### config.mk
export PLATFORM = sky130hd
export DESIGN_NAME = control_unit_gen
export DESIGN_NICKNAME = d
export VERILOG_FILES = /design/src/rtl/control_unit_gen_pkg.sv /design/src/rtl/control_unit_gen_reg_sel_decoder.sv /design/src/rtl/control_unit_gen.sv
export SDC_FILE = /design/constraint.sdc
export NUM_CORES = 1
export LEC_CHECK = 0
export ABC_CLOCK_PERIOD_IN_PS = 3300
export CAP_MARGIN = 20
export CORE_MARGIN = 2
export CORE_UTILIZATION = 25
export CTS_CLUSTER_DIAMETER = 150
export CTS_CLUSTER_SIZE = 28
export DETAILED_ROUTE_END_ITERATION = 10
export PLACE_DENSITY = 0.51
export SKIP_CTS_REPAIR_TIMING = 1
export SLEW_MARGIN = 30
export SYNTH_ARGS = -nofsm -noshare
export SYNTH_HDL_FRONTEND = slang
export SYNTH_SLANG_ARGS = --single-unit
### constraint.sdc
create_clock -name clk -period 3.3 [get_ports clk]
set_clock_uncertainty 0.15 [all_clocks]
set_input_delay 0.33 -clock clk [delete_from_list [all_inputs] [get_ports clk]]
set_output_delay 0.33 -clock clk [all_outputs]
set_load 0.05 [all_outputs]
### src/rtl/control_unit_gen_pkg.sv
// Shared types and constants for control_unit_gen: opcodes, FSM states, ALU modes.
// CTRL_LOGIC_OPS_EN adds the AND/XOR opcodes and their ALU modes.
package ctrl_pkg;

  localparam int DEF_NUM_REGS     = 4;
  localparam int DEF_REG_SEL_BITS = 4;
  localparam int DEF_OPCODE_BITS  = 3;

  localparam int OP_LOAD = 0;
  localparam int OP_MOV  = 1;
  localparam int OP_ADD  = 2;
  localparam int OP_SUB  = 3;
`ifdef CTRL_LOGIC_OPS_EN
  localparam int OP_AND  = 4;
  localparam int OP_XOR  = 5;
`endif

  localparam logic [1:0] ALU_ADD = 2'b00;
  localparam logic [1:0] ALU_SUB = 2'b01;
`ifdef CTRL_LOGIC_OPS_EN
  localparam logic [1:0] ALU_AND = 2'b10;
  localparam logic [1:0] ALU_XOR = 2'b11;
`endif

  typedef enum logic [2:0] {
    IDLE,
    LOAD,
    MOVE,
    ALU1,
    ALU2,
    ALU3,
    ERR
  } state_t;

endpackage

### src/rtl/control_unit_gen_reg_sel_decoder.sv
// Register-select field to one-hot decoder; field value k (1..NUM_REGS) selects bit k-1.
module reg_sel_decoder #(
  parameter int NUM_REGS = 4,
  parameter int SEL_BITS = 4
) (
  input  logic [SEL_BITS-1:0] sel,
  output logic [NUM_REGS-1:0] one_hot,
  output logic                valid
);

  // NOTE: every output gets a default before the loop so no path can infer a latch.
  always_comb begin
    one_hot = '0;
    valid   = 1'b0;
    for (int k = 1; k <= NUM_REGS; k++) begin
      if (sel == SEL_BITS'(k)) begin
        one_hot[k-1] = 1'b1;
        valid        = 1'b1;
      end
    end
  end

endmodule

### src/rtl/control_unit_gen.sv
// Control unit with run/ready handshake, decoded instruction register and illegal-op detection.
// Define CTRL_LOGIC_OPS_EN to enable the AND/XOR opcodes.
module control_unit_gen
  import ctrl_pkg::*;
#(
  parameter int NUM_REGS     = DEF_NUM_REGS,
  parameter int REG_SEL_BITS = DEF_REG_SEL_BITS,
  parameter int OPCODE_BITS  = DEF_OPCODE_BITS
) (
  input  logic                                clk,
  input  logic                                reset,
  input  logic                                run,
  input  logic [OPCODE_BITS+2*REG_SEL_BITS-1:0] instr,
  input  logic                                ext_valid,
  output logic                                ready,
  output logic [NUM_REGS-1:0]                 rin,
  output logic [NUM_REGS-1:0]                 rout,
  output logic                                ext_load,
  output logic                                alu_a_in,
  output logic                                alu_g_in,
  output logic                                alu_g_out,
  output logic [1:0]                          alu_mode,
  output logic                                done,
  output logic                                illegal
);

  localparam int IW = OPCODE_BITS + 2*REG_SEL_BITS;

  state_t state, state_nxt, accept_state;

  logic [OPCODE_BITS-1:0]  in_op;
  logic [REG_SEL_BITS-1:0] in_rx, in_ry;
  logic [NUM_REGS-1:0]     rx_oh, ry_oh;
  logic                    rx_valid, ry_valid;

  // Instruction register kept in decoded form: opcode plus one-hot rx/ry.
  logic [OPCODE_BITS-1:0]  ir_op;
  logic [NUM_REGS-1:0]     ir_rx, ir_ry;

  assign in_op = instr[IW-1 -: OPCODE_BITS];
  assign in_rx = instr[2*REG_SEL_BITS-1 -: REG_SEL_BITS];
  assign in_ry = instr[REG_SEL_BITS-1:0];

  reg_sel_decoder #(.NUM_REGS(NUM_REGS), .SEL_BITS(REG_SEL_BITS)) u_rx_dec (
    .sel     (in_rx),
    .one_hot (rx_oh),
    .valid   (rx_valid)
  );

  reg_sel_decoder #(.NUM_REGS(NUM_REGS), .SEL_BITS(REG_SEL_BITS)) u_ry_dec (
    .sel     (in_ry),
    .one_hot (ry_oh),
    .valid   (ry_valid)
  );

  // Legality is settled at accept, so a bad instruction never reaches a datapath state.
  always_comb begin
    accept_state = ERR;
    case (in_op)
      OPCODE_BITS'(OP_LOAD): if (rx_valid)             accept_state = LOAD;
      OPCODE_BITS'(OP_MOV):  if (rx_valid && ry_valid) accept_state = MOVE;
      OPCODE_BITS'(OP_ADD),
`ifdef CTRL_LOGIC_OPS_EN
      OPCODE_BITS'(OP_AND),
      OPCODE_BITS'(OP_XOR),
`endif
      OPCODE_BITS'(OP_SUB):  if (rx_valid && ry_valid) accept_state = ALU1;
      default:               accept_state = ERR;
    endcase
  end

  // NOTE: sequential state uses non-blocking assignments so all flops update together.
  always_ff @(posedge clk) begin
    if (reset) state <= IDLE;
    else       state <= state_nxt;
  end

  always_ff @(posedge clk) begin
    if (reset) begin
      ir_op <= '0;
      ir_rx <= '0;
      ir_ry <= '0;
    end else if (state == IDLE && run) begin
      ir_op <= in_op;
      ir_rx <= rx_oh;
      ir_ry <= ry_oh;
    end
  end

  always_comb begin
    state_nxt = state;
    case (state)
      IDLE:            if (run) state_nxt = accept_state;
      LOAD:            if (ext_valid) state_nxt = IDLE;
      ALU1:            state_nxt = ALU2;
      ALU2:            state_nxt = ALU3;
      MOVE, ALU3, ERR: state_nxt = IDLE;
      default:         state_nxt = IDLE;
    endcase
  end

  always_comb begin
    ready     = 1'b0;
    rin       = '0;
    rout      = '0;
    ext_load  = 1'b0;
    alu_a_in  = 1'b0;
    alu_g_in  = 1'b0;
    alu_g_out = 1'b0;
    alu_mode  = ALU_ADD;
    done      = 1'b0;
    illegal   = 1'b0;
    case (state)
      IDLE: ready = 1'b1;
      LOAD: begin
        if (ext_valid) begin
          rin      = ir_rx;
          ext_load = 1'b1;
          done     = 1'b1;
        end
      end
      MOVE: begin
        rin  = ir_rx;
        rout = ir_ry;
        done = 1'b1;
      end
      ALU1: begin
        rout     = ir_rx;
        alu_a_in = 1'b1;
      end
      ALU2: begin
        rout     = ir_ry;
        alu_g_in = 1'b1;
        case (ir_op)
          OPCODE_BITS'(OP_SUB): alu_mode = ALU_SUB;
`ifdef CTRL_LOGIC_OPS_EN
          OPCODE_BITS'(OP_AND): alu_mode = ALU_AND;
          OPCODE_BITS'(OP_XOR): alu_mode = ALU_XOR;
`endif
          default:              alu_mode = ALU_ADD;
        endcase
      end
      ALU3: begin
        rin       = ir_rx;
        alu_g_out = 1'b1;
        done      = 1'b1;
      end
      ERR: begin
        illegal = 1'b1;
        done    = 1'b1;
      end
      default: ;
    endcase
  end

endmodule

* Word level (Yosys, flattened, before mapping) *
Index checks and enable logic that the tools add are counted.

storage, ports and cells
  input bits = 15
  register bits = 14
  logic and storage cells = 67
  output and inout bits = 17

operators by class
  eq/ne operators = 20
  reduce and logical (&&, ||, !) cells = 9
  multiplexer cells = 34

operators by type and width
  cell                                                  number
  2-to-1 mux 1 bit                                      23
  equality test 4 x 2 -> 1 bit (second input constant)  4
  one-hot mux 4 bit (2 select lines)                    2
  equality test 3 x 2 -> 1 bit (second input constant)  5
  2-to-1 mux 3 bit                                      5
  one-hot mux 3 bit (4 select lines)                    1
  equality test 3 bit (second input constant)           3
  one-hot mux 3 bit (3 select lines)                    1
  equality test 4 x 1 -> 1 bit (second input constant)  2
  equality test 4 x 3 -> 1 bit (second input constant)  2
  equality test 3 x 1 -> 1 bit (second input constant)  2
  zero test 3 bit                                       2
  OR reduction 2 bit                                    3
  2-to-1 mux 4 bit                                      1
  != test 2 bit (second input constant)                 2
  OR reduction 3 bit                                    1
  logical AND 1 bit                                     2
  one-hot mux 1 bit (2 select lines)                    1
  AND reduction 2 bit                                   1

* Longest topological paths before layout *
Gate-level depths: netlist of run 1.

  word-level depth = 10
  mapped depth = 6

* By module *
A second synthesis of run 1 with hierarchy kept.

unflattened totals
  cell total of the unflattened synthesis = 116
  area total of the unflattened synthesis = 922.1 sq um

by module, submodules not included
  module            times used  cells each  area an instance (sq um)
  control_unit_gen  1           102         789.5
  reg_sel_decoder   2           7           66.3

* Worst setup path after synthesis of run 1 *
OpenSTA, ideal clock, no wires.

  kind = reg2out
  start point = register state[2]
  end point = output rout[0]
  path slack = 0.381 ns
  data required time = 2.820 ns
  path buffers = 1
  arrival time = 2.439 ns
  stages on the path, launching flop included = 6
  path through = dfxtp_1 > buf_2 > inv_1 > nor3_1 > nand2_1 > o21ai_0

on the way
  word-level cells in the longest chain between the ends = 3

RTL lines
  item                                                                 line                     text
  from (decl)                                                          control_unit_gen.sv:29   state_t state, state_nxt, accept_state;
  from (signal assigned)                                               control_unit_gen.sv:75   else state <= state_nxt;
  equality test 3 bit or equality test 3 x 2 -> 1 bit (tied branches)  control_unit_gen.sv:113  case (state)
  OR reduction 2 bit (no source line)                                  --
  one-hot mux 4 bit (2 select lines) *                                 control_unit_gen.sv:113
  to (decl)                                                            control_unit_gen.sv:17   output logic [NUM_REGS-1:0] rout,

Every way passes the cells marked *; elsewhere a longest branch is shown, timed or not.

* Final worst setup path of run 1 *
  start point = register state[0]
  end point = output rin[2]

on the way
  word-level cells in the longest chain between the ends = 3

RTL lines
  item                                                                 line                     text
  equality test 3 bit or equality test 3 x 2 -> 1 bit (tied branches)  control_unit_gen.sv:113
  OR reduction 2 bit (no source line)                                  --
  one-hot mux 4 bit (2 select lines) *                                 control_unit_gen.sv:113
  to (decl)                                                            control_unit_gen.sv:16   output logic [NUM_REGS-1:0] rin,

Marked as above.

==> impl_metrics.yaml, run 1 <==
routing:
  ant_nets: 0
  detail_route.iter0.violations: 22
  drt-vias-per-instance: 4.82
  remaining_drc_errors: 0
  detailedRoute.firstPassIterationCount: 4
  drt_wl_total_um: 2260
  via_count_of_the_routed_design: 897
  drt-wirelength-per-cell_um: 12.2
clocking:
  clkSlewWorstSetupHoldPaths_ns: 0.08
  cts_num_sinks: 14
  ctsHtreeMaxLevel: 1
  clockRootBuffer: "clkbuf_4"
  cts_inserted_buffers: 3
  insertion_delay_ns: 0.27
  cts.path.max_buffers: 2
  tritoncts: "built"
sta:
  relSlewSlack_pct: 61.3
  rsz0062_at_grt: "no"
  final.hold.worst_slack_ns: 0.308
  slew_violations: 0
  fmax_mhz: 339
  final_hold_fails: 0
  tns_ns: 0
  report.final.setup_viol: 0
  timing.final.crit_share_pct: 89.3
  worst_pin_slew_ns: 0.579
  period_needed_ns: 2.95
logic_synthesis:
  synth_enable_flop_cells: 0
  synth_area_leader_cell: "dfxtp_1"
  synth-seq-cells: 14
  ys_top_cells_by_count: "nand2_1, a21oi_1, dfxtp_1"
  sequential_area_share_after_synthesis_pct: 33.1
  yosysUniqueCellTypes: 31
  yosysWarningCount: 0
  cell_area_after_technology_mapping_um2: 846
  netlist.area_leader.share_pct: 33.1
  synthesis.area_per_instance_um2: 7.49
  synth_flop_cell: "dfxtp_1"
  mappedNetlistNets: 128
  netlist_instances: 113
  ys_top_cells_by_area: "dfxtp_1, a21oi_1, nand2_1"
  ys_async_sr_fraction_pct: 0
  yosysMostFrequentCell: "nand2_1"
power_and_ir_drop:
  power.total_mw: 0.505
  irDropWorstVdd_mv: 0.145
  cellPowerDensity_nw_per_um2: 421
  cellLeakagePower_nw: 0.411
setup_path:
  setup.worst_path.start_class: "register"
  crit_path_kind: "register to output port"
  critPathMaxFanout: 16
  cp-end-kind: "output port"
  timing.critical_path.required_ns: 2.82
  critical_path.slowest_cell: "clkdlybuf4s50_1"
  critPathArrivalTime_ns: 2.47
  max_stage_delay_ns: 0.80
  critical_path.most_common_cell: "o21ai_0"
  cell_by_cell_listing_of_the_critical_path: "nor2b_1 -> o21ai_0 -> o21ai_0 -> and2_1 -> clkdlybuf4s50_1"
global_route:
  global_route_wire_length_before_repair_um: 3600
  total_global_route_track_usage_pct: 11.5
  via_count_of_the_first_global_routing_pass: 798
  grt_start_max_net_pins: 17
  antenna_violations_before_repair: 0
  grt_overflow_total: 0
placement:
  hpwlAfterDp_um: 1760
  placedCellCount: 182
  dpl_cell_area_um2: 1160
  port-buffer-count: 30
  place_congestion: 0.791
min_path:
  class_of_the_tightest_hold_or_removal_check: "register to register"
finish:
  finalInstanceArea_um2: 1200
  drive_above_1_share_pct: 4.29
  num-nets-final: 156
  layout-area-overhead-vs-synth_pct: 42.0
  antenna-diode-count: 0
  final_cells: 186
status:
  run_status: "finished clean"
die:
  core_um2: 3280
  top_level_pins: 32
  floorplan.die.width_um: 62.2
  initial_core_utilization_pct: 25.8
  die_height_um: 62.2
  std_cell_rows: 21
  die_area_um2: 3860
run:
  drv.max_cap_violation_count: 0
per-stage QoR:
step / util [%] / worst slack [ns]
5_1_grt: 36.6 / 0.132
2_1_floorplan: - / 0.381
3_3_place_gp: 35.5 / 0.674
4_1_cts: 36.6 / 0.340
3_5_place_dp: 35.5 / 0.652
6_report: 36.6 / 0.353
path summary, 6_finish.rpt:
| path | from | to | slack (ns) | depth (start not counted) |
|---|---|---|---|---|
| worst max-delay path | state[0] | rin[2] | 0.35 | 5 |
| worst min-delay path | ir_op[0] | ir_op[0] | 0.31 | 2 |
| worst max register to register | state[0] | ir_rx[1] | 1.48 | 4 |
| worst min register to register | ir_op[0] | ir_op[0] | 0.31 | 2 |
flip-flops by register name (all words and copies together), names as in the netlist:
signal / flops
state: 3
ir_rx: 4
ir_op: 3
ir_ry: 4
power by group:
part           switching (mW)  internal [mW]  total (mW)  leakage (nW)
Combinational           0.112         0.0695       0.182         0.276
Clock                  0.0549         0.0670       0.122        0.0210
Sequential             0.0213          0.180       0.201         0.114
placed cells by master, fill, tap and decap left out, drive strengths merged, types with 2 or more instances in the layout:
| cell type | synthesis | routed |
|---|---|---|
| clkdlybuf4s50 | 0 | 30 |
| or3 | 2 | 2 |
| nand4b | 4 | 4 |
| dfxtp | 14 | 14 |
| clkbuf | 1 | 4 |
| nand4 | 2 | 2 |
| nor3 | 3 | 3 |
| nand3 | 2 | 2 |
| mux2i | 4 | 4 |
| a211oi | 2 | 2 |
| and2 | 6 | 6 |
| a22o | 2 | 2 |
| a21oi | 15 | 15 |
| o21ai | 8 | 8 |
| inv | 2 | 2 |
| nor2 | 10 | 10 |
| and3 | 2 | 2 |
| nand2 | 17 | 17 |
worst max-delay path: cells and delay by family (launching register included):
family	cells	cell delay, ns
AND/OR/NAND/NOR	2	0.43
AO/OA/AOI/OAI	2	0.29
buffers and inverters	1	0.80
flip-flops	1	0.68
logic make-up (layout without fill, tap and decap cells):
logic type | Yosys count | in the layout | share of synthesized area, %
DFF | 14 | 14 | 33.1
muxes | 4 | 4 | 4.73
and+or+nand+nor | 54 | 54 | 34.8
other | 1 | 1 | 0.443
AOI/OAI and AO/OA | 31 | 31 | 21.4
buffers and inverters | 9 | 36 | 5.47
layer usage:
layer | global-route usage (%) | up-vias | part of all wire (%)
met2 | 20.1 | 25 | 47
met4 | 4.17 | 0 | 1.1
met5 | 0 | - | 0
li1 | - | 459 | -
met1 | 13.8 | 411 | 45
met3 | 2.72 | 2 | 6.2
area by class of cell:
type / count / area (um2)
fillers: 358 / 2080
multi-input cells: 90 / 519
repair buffers: 30 / 300
flip-flops and latches: 14 / 280
well taps: 46 / 57.6
clock buffers: 4 / 36.3
inverters: 2 / 7.51
(Power assumes the default switching activity.)
==> inputs of run 2 (changes only) <==
--- a/config.mk
+++ b/config.mk
@@ -12,6 +12,7 @@
 export CTS_CLUSTER_DIAMETER = 150
 export CTS_CLUSTER_SIZE = 28
 export DETAILED_ROUTE_END_ITERATION = 10
+export GPL_TIMING_DRIVEN = 0
 export PLACE_DENSITY = 0.51
 export SKIP_CTS_REPAIR_TIMING = 1
 export SLEW_MARGIN = 30
==> impl_metrics.yaml, run 2 (same netlist as run 1, synthesis figures left out) <==
routing:
  drt-wirelength-per-cell_um: 12.0
  remaining_drc_errors: 0
  drt_wl_total_um: 2310
  detailedRoute.firstPassIterationCount: 4
  via_count_of_the_routed_design: 905
  ant_nets: 0
  drt-vias-per-instance: 4.71
  detail_route.iter0.violations: 32
setup_path:
  cp_top_family: "buffers and inverters"
  critical_path.slowest_cell: "clkdlybuf4s50_1"
  critPathMaxFanout: 10
  critPathArrivalTime_ns: 2.47
  path_buf_inv: 3
  timing.critical_path.required_ns: 2.82
  cell_by_cell_listing_of_the_critical_path: "buf_2 -> inv_1 -> nor3_1 -> and4b_1 -> clkdlybuf4s50_1"
  cp-end-kind: "output port"
  max_stage_delay_ns: 0.80
  crit_path_kind: "register to output port"
  setup.worst_path.start_class: "register"
global_route:
  via_count_of_the_first_global_routing_pass: 840
  total_global_route_track_usage_pct: 12.1
  grt_start_max_net_pins: 11
  antenna_violations_before_repair: 0
  grt_overflow_total: 0
  global_route_wire_length_before_repair_um: 3780
power_and_ir_drop:
  cellPowerDensity_nw_per_um2: 398
  irDropWorstVdd_mv: 0.109
  power.total_mw: 0.488
  cellLeakagePower_nw: 0.434
sta:
  tns_ns: 0
  worst_pin_slew_ns: 0.506
  setup_slack_ns: 0.347
  relSlewSlack_pct: 65.8
  final_hold_fails: 0
  period_needed_ns: 2.95
  fmax_mhz: 339
  final.hold.worst_slack_ns: 0.312
  rsz0062_at_grt: "no"
  timing.final.crit_share_pct: 89.5
  report.final.setup_viol: 0
  slew_violations: 0
clocking:
  clockRootBuffer: "clkbuf_4"
  cts.path.max_buffers: 2
  cts_num_sinks: 14
  ctsHtreeMaxLevel: 1
  clkSlewWorstSetupHoldPaths_ns: 0.08
  tritoncts: "built"
  insertion_delay_ns: 0.27
  cts_inserted_buffers: 3
placement:
  hpwlAfterDp_um: 1850
  port-buffer-count: 30
  place_congestion: 0.772
  preCtsSetupSlack_ns: 0.660
  dpl_cell_area_um2: 1200
  placedCellCount: 189
finish:
  final_cells: 192
  reg.largest.list: "ir_rx (4), ir_ry (4)"
  drive_above_1_share_pct: 7.53
  final_core_utilization_pct: 37.3
  finalInstanceArea_um2: 1230
  num-nets-final: 163
  layout.cells.most_common: "clkdlybuf4s50_1"
  layout-area-overhead-vs-synth_pct: 45.0
  antenna-diode-count: 0
  final_cell_mix: "clkdlybuf4s50_1, nand2_1, a21oi_1, dfxtp_1, nor2_1"
min_path:
  class_of_the_tightest_hold_or_removal_check: "register to register"
die:
  core_um2: 3280
  die_area_um2: 3860
  initial_core_utilization_pct: 25.8
  top_level_pins: 32
  die_height_um: 62.2
  floorplan.die.width_um: 62.2
  std_cell_rows: 21
run:
  drv.max_cap_violation_count: 0
status:
  run_status: "finished clean"
[run 2: power breakdown]
group | total (mW) | leakage (nW) | switching (mW) | internal (mW)
registers | 0.189 | 0.114 | 0.00869 | 0.180
logic | 0.207 | 0.306 | 0.128 | 0.0784
clock network | 0.0927 | 0.0138 | 0.0505 | 0.0422
total | 0.488 | 0.434 | 0.188 | 0.301
[run 2: layout make-up]
cell class	count	area, um2
inverter	2	7.51
tap	46	57.6
fill	361	2060
clock buffer	3	22.5
timing repair buffer	30	300
sequential	14	280
buffer	7	38.8
multi-input combinational	90	519
[run 2: layer usage]
layer,wire length [um],vias to the layer above,global-route usage (%)
met5,0,-,0
met3,107,0,2.17
met2,1060,21,20.1
li1,-,474,-
met4,0,0,5.00
met1,1140,410,15.5
[run 2: worst register-to-register path: stages, from the launching register on]
cell and delay [ns]:
dfxtp_1 0.37, or4b_4 0.56, buf_2 0.21, a21oi_1 0.16, nor2_1 0.05
[run 2: final timing paths]
check | from | end | slack (ns) | cells past startpoint
max | state[2] | alu_mode[0] | 0.35 | 5
min | ir_op[2] | ir_op[2] | 0.31 | 2
max reg2reg | state[0] | ir_rx[1] | 1.67 | 4
min reg2reg | ir_op[2] | ir_op[2] | 0.31 | 2
